$ cat config.mk
export PLATFORM = sky130hd
export DESIGN_NAME = fetch_basic
export DESIGN_NICKNAME = d
export VERILOG_FILES = /design/src/rtl/fetch_basic_pkg.sv /design/src/rtl/fetch_fifo.sv /design/src/rtl/fetch_basic.sv
export SDC_FILE = /design/constraint.sdc
export NUM_CORES = 1
export LEC_CHECK = 0
export CORE_MARGIN = 4
export CORE_UTILIZATION = 35
export CTS_CLUSTER_SIZE = 28
export DETAILED_ROUTE_END_ITERATION = 7
export PLACE_DENSITY_LB_ADDON = 0.25
export SYNTH_ARGS = -nofsm -noshare
export SYNTH_HDL_FRONTEND = slang
export SYNTH_HIERARCHICAL = 1
export SYNTH_SLANG_ARGS = --single-unit
$ cat constraint.sdc
create_clock -name clk -period 5.6 [get_ports clk]
set_input_delay 0.84 -clock clk [delete_from_list [all_inputs] [get_ports clk]]
set_output_delay 0.84 -clock clk [all_outputs]
set_load 0.02 [all_outputs]
$ cat src/rtl/fetch_basic_pkg.sv
// Shared types for the fetch front end: address/instruction widths, the
// buffered {inst, pc} entry and the val/rdy handshake helper.
package fetch_basic_pkg;

  localparam int ADDR_W = 32;
  localparam int INST_W = 32;

  typedef logic [ADDR_W-1:0] addr_t;
  typedef logic [INST_W-1:0] inst_t;

  typedef struct packed {
    inst_t inst;
    addr_t pc;
  } fetch_entry_t;

  // A val/rdy pair transfers only when both sides agree in the same cycle.
  function automatic logic xfer(input logic val, input logic rdy);
    return val && rdy;
  endfunction

endpackage

$ cat src/rtl/fetch_fifo.sv
// Small circular FIFO with push/pop/clear and an occupancy count.
// Head data is presented combinationally; storage is not reset.
module fetch_fifo #(
  parameter int W     = 32,
  parameter int DEPTH = 2
) (
  input  logic                         clk,
  input  logic                         rst,
  input  logic                         clear,
  input  logic                         push,
  input  logic [W-1:0]                 push_data,
  input  logic                         pop,
  output logic [W-1:0]                 pop_data,
  output logic [$clog2(DEPTH+1)-1:0]   count
);

  localparam int AW = (DEPTH > 1) ? $clog2(DEPTH) : 1;
  localparam int CW = $clog2(DEPTH + 1);

  logic [W-1:0]  mem [DEPTH];
  logic [AW-1:0] wptr;
  logic [AW-1:0] rptr;
  logic          empty;
  logic          full;
  logic          do_push;
  logic          do_pop;

  function automatic logic [AW-1:0] bump(input logic [AW-1:0] p);
    return (p == AW'(DEPTH - 1)) ? '0 : p + 1'b1;
  endfunction

  assign empty    = (count == '0);
  assign full     = (count == CW'(DEPTH));
  assign do_pop   = pop && !empty;
  // A full FIFO still accepts a push when the head leaves in the same cycle.
  assign do_push  = push && (!full || do_pop);
  assign pop_data = mem[rptr];

  always_ff @(posedge clk) begin
    if (do_push) mem[wptr] <= push_data;
  end

  always_ff @(posedge clk) begin
    if (rst || clear) begin
      wptr  <= '0;
      rptr  <= '0;
      count <= '0;
    end else begin
      if (do_push) wptr <= bump(wptr);
      if (do_pop)  rptr <= bump(rptr);
      count <= count + CW'(do_push) - CW'(do_pop);
    end
  end

endmodule

$ cat src/rtl/fetch_basic.sv
// Sequential-PC fetch unit: issues instruction-memory requests, pairs each
// response with its PC and hands {inst, pc} to decode; squash redirects.
module fetch_basic
  import fetch_basic_pkg::*;
#(
  parameter addr_t p_rst_addr      = 32'h200,
  parameter int    p_max_in_flight = 2
) (
  input  logic  clk,
  input  logic  rst,
  output logic  mem_req_val,
  input  logic  mem_req_rdy,
  output addr_t mem_req_addr,
  input  logic  mem_resp_val,
  output logic  mem_resp_rdy,
  input  inst_t mem_resp_data,
  output logic  D_val,
  input  logic  D_rdy,
  output inst_t D_inst,
  output addr_t D_pc,
  input  logic  squash,
  input  addr_t squash_pc
);

  localparam int CW = $clog2(p_max_in_flight + 1);
  localparam int EW = $bits(fetch_entry_t);

  addr_t         pc;
  logic [CW-1:0] in_flight;
  logic [CW-1:0] drop_cnt;
  logic [CW-1:0] pc_count;
  logic [CW-1:0] buf_count;
  logic [CW:0]   occupancy;
  addr_t         pc_head;
  fetch_entry_t  buf_in;
  fetch_entry_t  buf_head;
  logic          req_fire;
  logic          resp_fire;
  logic          d_fire;
  logic          buf_push;

  // Issue only while every outstanding request is guaranteed a buffer slot.
  assign occupancy    = {1'b0, in_flight} + {1'b0, buf_count};
  assign mem_req_val  = !rst && !squash && (occupancy < (CW+1)'(p_max_in_flight));
  assign mem_req_addr = pc;
  assign mem_resp_rdy = 1'b1;
  assign req_fire     = xfer(mem_req_val, mem_req_rdy);

  // Responses with nothing outstanding belong to requests abandoned by reset.
  assign resp_fire = !rst && xfer(mem_resp_val, mem_resp_rdy) && (pc_count != '0);
  assign buf_push  = resp_fire && (drop_cnt == '0) && !squash;

  assign D_val  = !rst && !squash && (buf_count != '0);
  assign d_fire = xfer(D_val, D_rdy);
  assign D_inst = buf_head.inst;
  assign D_pc   = buf_head.pc;

  assign buf_in.inst = mem_resp_data;
  assign buf_in.pc   = pc_head;

  fetch_fifo #(.W(32), .DEPTH(p_max_in_flight)) u_pc_fifo (
    .clk       (clk),
    .rst       (rst),
    .clear     (1'b0),
    .push      (req_fire),
    .push_data (pc),
    .pop       (resp_fire),
    .pop_data  (pc_head),
    .count     (pc_count)
  );

  fetch_fifo #(.W(EW), .DEPTH(p_max_in_flight)) u_resp_buf (
    .clk       (clk),
    .rst       (rst),
    .clear     (squash),
    .push      (buf_push),
    .push_data (buf_in),
    .pop       (d_fire),
    .pop_data  (buf_head),
    .count     (buf_count)
  );

  // Squash outranks every other update; words still in flight get dropped.
  always_ff @(posedge clk) begin
    if (rst) begin
      pc        <= p_rst_addr;
      in_flight <= '0;
      drop_cnt  <= '0;
    end else begin
      in_flight <= in_flight + CW'(req_fire) - CW'(resp_fire);
      if (squash) begin
        pc       <= squash_pc;
        drop_cnt <= in_flight - CW'(resp_fire);
      end else begin
        if (req_fire) pc <= pc + 32'd4;
        if (resp_fire && (drop_cnt != '0)) drop_cnt <= drop_cnt - 1'b1;
      end
    end
  end

endmodule
==> metrics.cfg <==
[timing]
min_period_ns = 3.75
clock-skew-final_ns = 0.0123
fmaxAchievable_mhz = 267
worst_slew_pin_slew_ns = 1.26
hold_viol_final = 0
setup_ws_ns = 1.85
grt_setup_unrepaired = false
slew_viol_final = 0
setup_violations = 0
max-slew-margin-rel_pct = 15.3
fin_crit_sh_pct = 67.0
whs_ns = 0.513
finalSetupTns_ns = 0

[route]
avgRoutedWirePerCell_um = 17.9
drt_iter0_drc = 380
antenna_left = 0
dr.pass1.iters = 4
wl_met3_mm = 1.26
wl_met2_mm = 9.97
wl_mm = 21.6
vias_per_cell = 4.85
routed.top_layer = met5
drc = 0
met1_length_mm = 10.1
vias = 5850

[power]
powerDensity_nw_per_um2 = 287
p_total_mw = 3.69
peakVddDrop_mv = 0.176
p_leak_nw = 4.38

[cts]
cts_root_buffer = clkbuf_16
post_cts_resized = 0
cts_tree = done
cts_setup_buffers = 0
clk_latency_ns = 0.51
cts_max_level = 1
clk_path_buf_depth = 3
clk_pin_slew_ns = 0.06
clock-sinks = 238
cts_buffers = 25
ctsHoldBuffers = 0

[final_layout]
drive_above_1_share_pct = 18.6
final_util_pct = 45.7
diodes = 0
area_growth_pct = 27.1
final_common_cell = edfxtp_1
fin_area_um2 = 12900
fin_nets = 890
final_cells = 1206
final_cell_mix = edfxtp_1 (192), clkdlybuf4s50_1 (167), mux2_4 (90), dfxtp_1 (44), nand2_1 (31)

[worst_setup_path]
end_kind = output pin
cp.required_ns = 4.76
r2r_slack_ns = 2.03
worstPathArrival_ns = 2.91
crit_path_start_kind = input pin
path_max_fanout = 16
critical_path_class = in2out

[global_route]
grt_start_max_net_pins = 65
grt_pass1_wl_mm = 33.5
grt_util_all_layers_pct = 13.5
grt_overflow = 0
antenna_found_initial = 1
grt_pass1_vias = 5885

[min_path]
hold_class = reg2reg

[placed_design]
place_congestion = 0.781
dp.final_hpwl_mm = 14.1
place_area_um2 = 12100
portBuffers = 167
placed_cells = 1161
pre_cts_slack_ns = 1.55

[floorplanning]
die_h_um = 178
ios = 169
die_area_um2 = 31700
initial_core_util_pct = 35.9
die_w_um = 178
rows = 61
coreArea_um2 = 28200

[synthesis]
synth_cell_type_count = 53
ys_seq_area_share_pct = 66.1
netlist_area_um2 = 10100
ys.warnings.count = 6
synth_flop_cell = edfxtp_1
async_flop_share_pct = 0
syn-instance-count = 640
syn-mean-instance-area_um2 = 15.8
synth_edf_count = 192
synth_seq_cells = 238

[flow_run]
maxCapViolCount = 0

[status]
status = finished clean

sequential cells by signal, indices dropped and copies added, names as in the netlist, named ones only:
register	count
u_resp_buf/mem	128
u_pc_fifo/mem	64
mem_req_addr	32
drop_cnt	2
in_flight	2
u_pc_fifo/count	2
u_resp_buf/count	2
u_pc_fifo/rptr	1
u_pc_fifo/wptr	1
u_resp_buf/rptr	1
u_resp_buf/wptr	1
synthesized netlist by cell type (2+ instances only):
cell         n  area [µm²]
nand3_1     13        65.1
buf_2        2        10.0
nand4_1      7        43.8
mux2_2       7        78.8
dfxtp_1     46         921
edfxtp_1   192        5770
a311oi_1     6        52.6
nor3b_1      3        22.5
clkbuf_1    19        71.3
buf_12       6         120
nor3_1      13        65.1
buf_6        4        45.0
nor4_1       5        31.3
xor2_1       4        35.0
conb_1       2        7.51
and2_1      15        93.8
mux2i_1      4        40.0
o21ai_0      7        35.0
inv_1       15        56.3
and4_1       6        52.6
or4_1       12        90.1
nand2_1     31         116
a31oi_1     15        93.8
o31ai_4      2        42.5
a2111oi_0    2        17.5
o21a_2       2        17.5
or3_1        6        37.5
a211oi_1     5        37.5
inv_2        2        7.51
nand4b_1     4        35.0
a21boi_0     2        15.0
a21oi_1      3        15.0
nor2_1      29         109
xnor2_1     10        87.6
and3_1       4        25.0
ha_1         9         113
buf_1        2        7.51
o311ai_0     6        52.6
o221ai_1     5        43.8
mux2_4      90        1350
o211ai_1    11        82.6
cell type report:
class	count	area [µm²]
fill	2436	15300
sequential	238	6690
multi-input combinational	354	3150
timing repair buffer	174	1720
clock buffer	33	708
tap	378	473
inverter	17	63.8
clock inverter	12	56.3
per-layer routing:
layer | vias up | global-route usage [%]
li1 | 2820 | -
met1 | 2833 | 19.1
met2 | 167 | 21.8
met3 | 28 | 2.67
met4 | 2 | 2.96
met5 | - | 0
cell families after synthesis:
logic type / count (synthesis) / share of synthesized area, %
simple gates: 154 / 8.26
compound gates: 70 / 5.34
flops: 238 / 66.1
mux: 101 / 14.5
fa+ha+maj: 10 / 1.31
other cells: 2 / 0.0742
xor+xnor: 14 / 1.21
buf+inv: 51 / 3.21
path summary, 6_finish.rpt:
kind                        from  depth (start not counted)                    to
min              u_resp_buf/wptr                          2       u_resp_buf/wptr
max reg2reg  u_resp_buf/count[0]                          7  u_pc_fifo/mem[1][20]
max                          rst                          4           mem_req_val
min reg2reg      u_resp_buf/wptr                          2       u_resp_buf/wptr
worst max-delay path, stage by stage:
cell	delay (ns)
clkdlybuf4s50_1	0.70
or2_2	0.54
nor3_1	0.19
clkdlybuf4s50_1	0.64
report_power, final:
part	internal [mW]	switching (mW)
Sequential	1.94	0.0400
Combinational	0.105	0.0936
Clock	0.885	0.629
(Power assumes the default switching activity.)
